`src/rtl/io_pkg.sv`:
```
// Shared definitions for the I/O side of the bus: I/O address select bits,
// UART status bit positions and the UART transmitter state encoding.
package io_pkg;

  // Address bit that selects each I/O peripheral
  localparam int unsigned LEDS = 2;
  localparam int unsigned HEX  = 3;
  localparam int unsigned KEY  = 4;
  localparam int unsigned SW   = 5;
  localparam int unsigned UART = 6;

  // Bit positions inside the UART status word
  localparam int unsigned BUSY  = 0;
  localparam int unsigned EMPTY = 1;
  localparam int unsigned FULL  = 2;
  localparam int unsigned OVF   = 3;

  localparam int unsigned STATUS_W = 32;

  typedef enum logic [1:0] {IDLE, START, DATA, STOP} uart_state_t;

endpackage

```
`src/rtl/sync_fifo.sv`:
```
// Single-clock FIFO with extra-MSB pointers.
// Ports: clk, reset_n (async, active-low); push/wdata enqueue at the tail;
// pop dequeues the head; full/empty/head are decoded from registered pointers
// and the storage array, so they carry no path from push or pop.
module sync_fifo #(
  parameter int unsigned WIDTH = 8,
  parameter int unsigned DEPTH = 4
) (
  input  logic             clk,
  input  logic             reset_n,
  input  logic             push,
  input  logic [WIDTH-1:0] wdata,
  input  logic             pop,
  output logic             full,
  output logic             empty,
  output logic [WIDTH-1:0] head
);

  localparam int unsigned AW = $clog2(DEPTH);
  localparam int unsigned PW = AW + 1;

  logic [PW-1:0]    wr_ptr_q, wr_ptr_d;
  logic [PW-1:0]    rd_ptr_q, rd_ptr_d;
  logic [WIDTH-1:0] mem_q [DEPTH];
  logic             do_push, do_pop;

  // Pointer MSB acts as a lap flag to tell full apart from empty
  assign empty = (wr_ptr_q == rd_ptr_q);
  assign full  = (wr_ptr_q[AW] != rd_ptr_q[AW]) &&
                 (wr_ptr_q[AW-1:0] == rd_ptr_q[AW-1:0]);
  assign head  = mem_q[rd_ptr_q[AW-1:0]];

  assign do_push = push & ~full;
  assign do_pop  = pop & ~empty;

  always_comb begin
    wr_ptr_d = wr_ptr_q;
    rd_ptr_d = rd_ptr_q;
    if (do_push) wr_ptr_d = wr_ptr_q + PW'(1);
    if (do_pop)  rd_ptr_d = rd_ptr_q + PW'(1);
  end

  always_ff @(posedge clk or negedge reset_n) begin
    if (!reset_n) begin
      wr_ptr_q <= '0;
      rd_ptr_q <= '0;
    end else begin
      wr_ptr_q <= wr_ptr_d;
      rd_ptr_q <= rd_ptr_d;
    end
  end

  // Storage needs no reset: entries are only read after being written
  always_ff @(posedge clk) begin
    if (do_push) mem_q[wr_ptr_q[AW-1:0]] <= wdata;
  end

endmodule

```
`src/rtl/io_uart_tx.sv`:
```
// Memory-mapped 8N1 UART transmitter with a byte FIFO.
// Ports: clk, reset_n (async, active-low); tx_we/tx_data enqueue one byte per
// store; txd is the serial line (idle high, straight from a flop); status is
// {28'b0, overflow, full, empty, busy}, built only from registered state.
module io_uart_tx
  import io_pkg::*;
#(
  parameter int unsigned CLKS_PER_BIT = 16,
  parameter int unsigned FIFO_DEPTH   = 4
) (
  input  logic                clk,
  input  logic                reset_n,
  input  logic                tx_we,
  input  logic [7:0]          tx_data,
  output logic                txd,
  output logic [STATUS_W-1:0] status
);

  localparam int unsigned               BAUD_W    = $clog2(CLKS_PER_BIT);
  localparam logic [BAUD_W-1:0]         BAUD_LAST = BAUD_W'(CLKS_PER_BIT - 1);

  uart_state_t       state_q, state_d;
  logic [BAUD_W-1:0] baud_q, baud_d;
  logic [2:0]        bit_idx_q, bit_idx_d;
  logic [7:0]        shift_q, shift_d;
  logic              txd_q, txd_d;
  logic              ovf_q, ovf_d;

  logic              fifo_push, fifo_pop, fifo_full, fifo_empty;
  logic [7:0]        fifo_head;
  logic              baud_wrap;

  // Full is the pre-edge value, so a store racing a pop from a full FIFO is lost
  assign fifo_push = tx_we & ~fifo_full;
  assign ovf_d     = ovf_q | (tx_we & fifo_full);
  assign baud_wrap = (baud_q == BAUD_LAST);

  sync_fifo #(
    .WIDTH (8),
    .DEPTH (FIFO_DEPTH)
  ) u_fifo (
    .clk     (clk),
    .reset_n (reset_n),
    .push    (fifo_push),
    .wdata   (tx_data),
    .pop     (fifo_pop),
    .full    (fifo_full),
    .empty   (fifo_empty),
    .head    (fifo_head)
  );

  // Frame sequencing; txd_d is the line level for the cycle after this edge
  always_comb begin
    state_d   = state_q;
    baud_d    = baud_q;
    bit_idx_d = bit_idx_q;
    shift_d   = shift_q;
    txd_d     = txd_q;
    fifo_pop  = 1'b0;

    case (state_q)
      IDLE: begin
        baud_d = '0;
        txd_d  = 1'b1;
        if (!fifo_empty) begin
          fifo_pop = 1'b1;
          shift_d  = fifo_head;
          state_d  = START;
          txd_d    = 1'b0;
        end
      end
      START: begin
        baud_d = baud_wrap ? '0 : baud_q + BAUD_W'(1);
        if (baud_wrap) begin
          state_d   = DATA;
          bit_idx_d = '0;
          txd_d     = shift_q[0];
        end
      end
      DATA: begin
        baud_d = baud_wrap ? '0 : baud_q + BAUD_W'(1);
        if (baud_wrap) begin
          if (bit_idx_q == 3'd7) begin
            state_d = STOP;
            txd_d   = 1'b1;
          end else begin
            bit_idx_d = bit_idx_q + 3'd1;
            shift_d   = {1'b0, shift_q[7:1]};
            txd_d     = shift_q[1];
          end
        end
      end
      STOP: begin
        baud_d = baud_wrap ? '0 : baud_q + BAUD_W'(1);
        if (baud_wrap) begin
          // Chain straight into the next frame when more data is queued
          if (!fifo_empty) begin
            fifo_pop = 1'b1;
            shift_d  = fifo_head;
            state_d  = START;
            txd_d    = 1'b0;
          end else begin
            state_d = IDLE;
            txd_d   = 1'b1;
          end
        end
      end
      default: begin
        state_d = IDLE;
        txd_d   = 1'b1;
      end
    endcase
  end

  always_ff @(posedge clk or negedge reset_n) begin
    if (!reset_n) begin
      state_q   <= IDLE;
      baud_q    <= '0;
      bit_idx_q <= '0;
      shift_q   <= '0;
      txd_q     <= 1'b1;
      ovf_q     <= 1'b0;
    end else begin
      state_q   <= state_d;
      baud_q    <= baud_d;
      bit_idx_q <= bit_idx_d;
      shift_q   <= shift_d;
      txd_q     <= txd_d;
      ovf_q     <= ovf_d;
    end
  end

  assign txd = txd_q;

  // Status word for the I/O read mux
  always_comb begin
    status        = '0;
    status[BUSY]  = (state_q != IDLE);
    status[EMPTY] = fifo_empty;
    status[FULL]  = fifo_full;
    status[OVF]   = ovf_q;
  end

endmodule

```
`config.mk`:
```
export PLATFORM = sky130hd
export DESIGN_NAME = io_uart_tx
export DESIGN_NICKNAME = d
export VERILOG_FILES = /design/src/rtl/io_pkg.sv /design/src/rtl/sync_fifo.sv /design/src/rtl/io_uart_tx.sv
export SDC_FILE = /design/constraint.sdc
export NUM_CORES = 1
export LEC_CHECK = 0
export CORE_MARGIN = 3
export CORE_UTILIZATION = 35
export CTS_BUF_LIST = sky130_fd_sc_hd__clkbuf_4 sky130_fd_sc_hd__clkbuf_8
export DETAILED_ROUTE_END_ITERATION = 10
export GPL_TIMING_DRIVEN = 0
export MAX_ROUTING_LAYER = met4
export SLEW_MARGIN = 0
export SYNTH_ARGS = -nofsm -noshare
export SYNTH_HDL_FRONTEND = slang
export SYNTH_SLANG_ARGS = --single-unit
```
`constraint.sdc`:
```
create_clock -name clk -period 2.4 [get_ports clk]
set_input_delay 0.36 -clock clk [delete_from_list [all_inputs] [get_ports clk]]
set_output_delay 0.36 -clock clk [all_outputs]
set_load 0.005 [all_outputs]
```
### Yosys cells after proc, flatten, opt, wreduce, memory -nomap -nowiden

Memories as Yosys holds them, arrays and structs flattened.
Index checks and enable logic that the tools add are counted.

| storage, ports and cells | value |
|---|---|
| bits in registers | 25 |
| bits in latches | 0 |
| memory bits (writable) | 32 |
| memory bits (read-only) | 0 |
| input bits | 11 |
| output and inout port bits | 33 |
| word-level logic and storage cells | 73 |
| memories kept | 1 |

| cells by class | value |
|---|---|
| add/sub/neg operators | 4 |
| multiply operators | 0 |
| divide/modulo/power cells | 0 |
| $lt $le $gt $ge | 0 |
| equal/unequal tests | 14 |
| shift operators | 0 |
| muxes and demuxes | 29 |
| bitwise logic cells | 7 |
| reductions and logical operators | 10 |

Memories:

| name | words | bits a word | read ports | clocked after memory_dff | write ports | line | source |
|---|---|---|---|---|---|---|---|
| u_fifo.mem_q | 4 | 8 | 1 | 0 | 1 | sync_fifo.sv:24 | `logic [WIDTH-1:0] mem_q [DEPTH];` |

Operators with widths:

| cell | count |
|---|---|
| $mux 8 | 4 |
| $pmux 8 s3 | 1 |
| $ne 2x2->1 const B | 6 |
| $mux 1 | 10 |
| $mux 2 | 5 |
| $add 3x1->3 const B | 3 |
| $mux 3 | 3 |
| $pmux 2 s4 | 1 |
| $pmux 4 s2 | 1 |
| $reduce_and 4->1 | 2 |
| $pmux 3 s2 | 1 |
| $reduce_and 5->1 | 1 |
| $add 4x1->4 const B | 1 |
| $and 1x1->1 | 4 |
| $eq 2x2->1 const B | 2 |
| $eq 4x4->1 const B | 1 |
| $mux 4 | 1 |
| $pmux 1 s4 | 1 |
| $reduce_bool 2->1 | 2 |
| $eq 3x3->1 | 1 |
| $eq 3x3->1 const B | 1 |
| $reduce_and 3->1 | 1 |
| $reduce_bool 3->1 | 1 |
| $reduce_or 3->1 | 1 |
| 8 further kinds | 9 |

### Logic depth before layout (Yosys ltp)

| depth | value |
|---|---|
| depth after elaboration | 7 |
| depth in mapped cells | 8 |
| gate-level depth less buffers | 6 |

### Cells and area by module

From an unflattened synthesis, not the netlist that was laid out.

| second synthesis, totals | value |
|---|---|
| cell total of the unflattened synthesis | 219 |
| area total of the unflattened synthesis | 2961.6 um^2 |

Modules (own cells, without submodules):

| module | instances | cells each | area an instance (um^2) | seq. area each (um^2) |
|---|---|---|---|---|
| sync_fifo | 1 | 90 | 1629.1 | 1111.1 |
| io_uart_tx | 1 | 129 | 1332.5 | 476.7 |

### Worst setup path after synthesis

Ideal clock, no wire load.

| timing | value |
|---|---|
| kind | register -> register |
| from | register state_q[0] |
| to | register state_q[1] |
| library setup time | 0.125 ns |
| data arrival time | 1.788 ns |
| required time | 2.275 ns |
| slack | 0.487 ns |
| stages on the path, launching flop included | 8 |
| buffers on the path | 1 |
| clock period less this slack | 1.913 ns |
| cell sequence | dfrtp_1 > inv_1 > ha_1 > buf_6 > or2_1 > o21ai_2 > and3_1 > mux2_2 |

| between the ends | value |
|---|---|
| longest elaborated chain between the ends | 3 |
| elaborated cells between the ends (all ways) | 11 |
| those cells by class | eq/ne: 8; mux: 1; reduce/logical: 2 |

RTL lines:

| element | line | source |
|---|---|---|
| start, declared | io_uart_tx.sv:22 | `uart_state_t state_q, state_d;` |
| start signal, assigned | io_uart_tx.sv:124 | `state_q <= state_d;` |
| $eq 2x2->1 (tied with other cells) | io_uart_tx.sv:61 | `case (state_q)` |
| $ne 2x2->1 (no line) | -- |  |
| $reduce_and 5->1 (no line) | -- |  |

Several ways; a longest one is shown, not always the timed one.
A chain may end at the register's enable or synchronous reset.

### Worst setup path in the final report

| timing | value |
|---|---|
| from | register u_fifo.rd_ptr_q[0] |
| to | output status[2] |

| between the ends | value |
|---|---|
| longest elaborated chain between the ends | 2 |

RTL lines:

| element | line | source |
|---|---|---|
| start, declared | sync_fifo.sv:23 | `logic [PW-1:0] rd_ptr_q, rd_ptr_d;` |
| start signal, assigned | sync_fifo.sv:49 | `rd_ptr_q <= rd_ptr_d;` |
| $eq 2x2->1 | sync_fifo.sv:30 | `(wr_ptr_q[AW-1:0] == rd_ptr_q[AW-1:0]);` |
| $logic_and 1x1->1 | sync_fifo.sv:29 | `assign full = (wr_ptr_q[AW] != rd_ptr_q[AW]) &&` |
| end, declared | io_uart_tx.sv:16 | `output logic [STATUS_W-1:0] status` |

Every way passes these cells.

==> impl_metrics.json <==
{
  "nets": 280,
  "cellLeakagePower_nw": 1.499,
  "cp-end-kind": "output pin",
  "wl_met1_um": 2068,
  "clock-root-buffer": "clkbuf_8",
  "cp.arrival_ns": 1.97,
  "clock_latency_ns": 0.34,
  "drive_gt1_frac": 0.3538,
  "dieArea_um2": 9441,
  "dp_hpwl_um": 3270,
  "start_kind": "flip-flop",
  "grtUsageTotal": 0.1056,
  "worstPathCellList": "buf_8 > xnor2_4 > and3_1 > buf_4 > clkdlybuf4s50_1",
  "slew_violations": 0,
  "max-cap-violations": 0,
  "clock_sinks": 57,
  "tritoncts": "yes",
  "crit_fanout": 10,
  "first_global_vias": 1536,
  "routed_wl_um": 4596,
  "overflow": 0,
  "antenna_found_initial": 0,
  "period_needed_ns": 2.326,
  "first_pass_iters": 4,
  "syn_area_per_cell_um2": 14.69,
  "skew_ns": 0.01257,
  "initial_core_util": 0.3688,
  "whs_ns": 0.4548,
  "viasPerCell": 4.326,
  "async_reset_ff_frac": 0.4386,
  "grt_pass1_wl_um": 7438,
  "ctsLongestPathBuffers": 2,
  "startpoint": "u_fifo.rd_ptr_q[0]",
  "ys.flop_type": "edfxtp_1",
  "setup_violations": 0,
  "die_width_um": 97.17,
  "clk_pin_slew_worst_paths_ns": 0.07,
  "hold_violations": 0,
  "wl_per_cell_um": 12.70,
  "p_per_area_nw_per_um2": 1307,
  "ys_warn_count": 0,
  "syn2layout_area_growth_pct": 21.68,
  "grt_max_degree": 26,
  "slowest_delay_ns": 0.48,
  "slowest_stage": "clkdlybuf4s50_1",
  "crit_type": "reg2out",
  "vias": 1566,
  "holdBufCountCts": 0,
  "synth_area_um2": 2909,
  "worstReg2RegStart": "u_fifo.rd_ptr_q[0]",
  "cts_made_buffers": 9,
  "core_um2": 7888,
  "hp-class": "reg2reg",
  "fin_crit_sh": 0.9693,
  "drc": 0,
  "ios": 44,
  "gp_congestion": 0.7101,
  "num_rows": 32,
  "drtAntennaViolNets": 0,
  "synth.distinct_cells": 42,
  "synthCells": 198,
  "finalPower_mw": 4.626,
  "highest_layer": "met4",
  "yosysSeqAreaShare": 0.5458,
  "wl_met2_um": 2144,
  "portBuffers": 15,
  "ys_seq_elements": 57,
  "r2r_slack_ns": 0.32,
  "synth_edf_count": 32,
  "cp.required_ns": 2.04,
  "hp-start": "ovf_q",
  "cts_htree_levels": 3,
  "ir_worst_vdd_mv": 0.5620,
  "diodes": 0,
  "route.met3.wl_um": 261,
  "timing.slew.headroom": 0.2400,
  "worst_pin_slew_ns": 1.136,
  "drt_iter0_drc": 45,
  "fmax_mhz": 429.9,
  "setup_tns_ns": 0,
  "die_height_um": 97.17,
  "status": "finished clean"
}
-- cells by family after synthesis --
group,after synthesis,share of synthesized area
DFF,57,0.5458
buffers and inverters,43,0.1045
muxes,26,0.1325
and+or+nand+nor,25,0.04774
AOI/OAI and AO/OA,23,0.06796
adders and majority gates,14,0.06022
xor gates and xnor gates,9,0.04000
other,1,0.001289
-- synthesized netlist by cell type (4+ instances only) --
master    number  share of area
xnor2_1        4          0.012
dfrtp_1       24           0.21
inv_1          8          0.010
o21ai_0        4         0.0069
nand2_1        5         0.0065
mux2_2        17          0.066
ha_1          14          0.060
and2_1         4         0.0086
buf_4         32          0.083
mux4_2         7          0.054
edfxtp_1      32           0.33
-- worst max-delay path: cells and delay by family, from the launching register on --
kind	cells	cell delay (ns)
DFF	1	0.40
xor gates and xnor gates	1	0.24
and+or+nand+nor	1	0.22
buffers and inverters	3	0.76
-- flip-flops by register name (all words and copies together) (netlist names) --
register,cells
bit_idx_q,3
u_fifo.rd_ptr_q,3
u_fifo.mem_q,32
u_fifo.wr_ptr_q,3
txd,1
shift_q,8
ovf_q,1
state_q,2
baud_q,4
-- layer usage --
| layer | global-route usage | vias to the layer above |
|---|---|---|
| li1 | - | 785 |
| met1 | 0.1264 | 726 |
| met2 | 0.1550 | 46 |
| met3 | 0.03374 | 9 |
| met4 | 0.06479 | 0 |
| met5 | - | - |
-- report_power, final --
part,switching [mW],leakage (nW),internal [mW]
Sequential,0.205,0.595,1.39
Combinational,0.967,0.812,1.16
Clock,0.419,0.0925,0.487
Total,1.59,1.50,3.04
-- what timing repair did --
action	CTS	global route
gates resized for setup	1	3
pin swaps	1	2
endpoints found under the setup margin	1	1
buffers inserted	1	3
-- cell usage in the layout, fill, tap and decap left out, types with 5 or more instances in the layout --
master            n
buf_4            36
edfxtp_1         32
conb_1           28
dfrtp_1          24
mux2_2           17
clkdlybuf4s50_1  15
ha_1             14
clkbuf_8          9
inv_1             7
mux4_2            7
nand2_1           5
-- metrics by stage --
stage	cell area, um2	utilization	instances	worst slack, ns
after detailed placement	3288	0.4169	342	0.2837
after global placement	3288	0.4169	342	0.3120
final	3540	0.4488	362	0.07378
after CTS	3506	0.4445	359	0.005617
after global routing	3540	0.4488	362	-0.01839
after floorplan	3010	-	225	0.4871
-- final cells by class --
type                            count  area [um2]
Tap cell                          102       127.6
Fill cell                         715        4348
Inverter                            8       30.03
Clock inverter                      7       78.83
Clock buffer                        9       123.9
Multi-Input combinational cell    125        1134
Buffer                             35       277.8
Sequential cell                    57        1588
Timing Repair Buffer               19       180.2
-- final timing paths --
kind,endpoint,depth (start not counted)
max,status[2],5
min,ovf_q,1
max reg2reg,u_fifo.mem_q[3][2],5
min reg2reg,ovf_q,1
max in group asynchronous,u_fifo.wr_ptr_q[2],1
min in group asynchronous,state_q[1],1
Note: power is estimated with default switching activity, not from simulation.
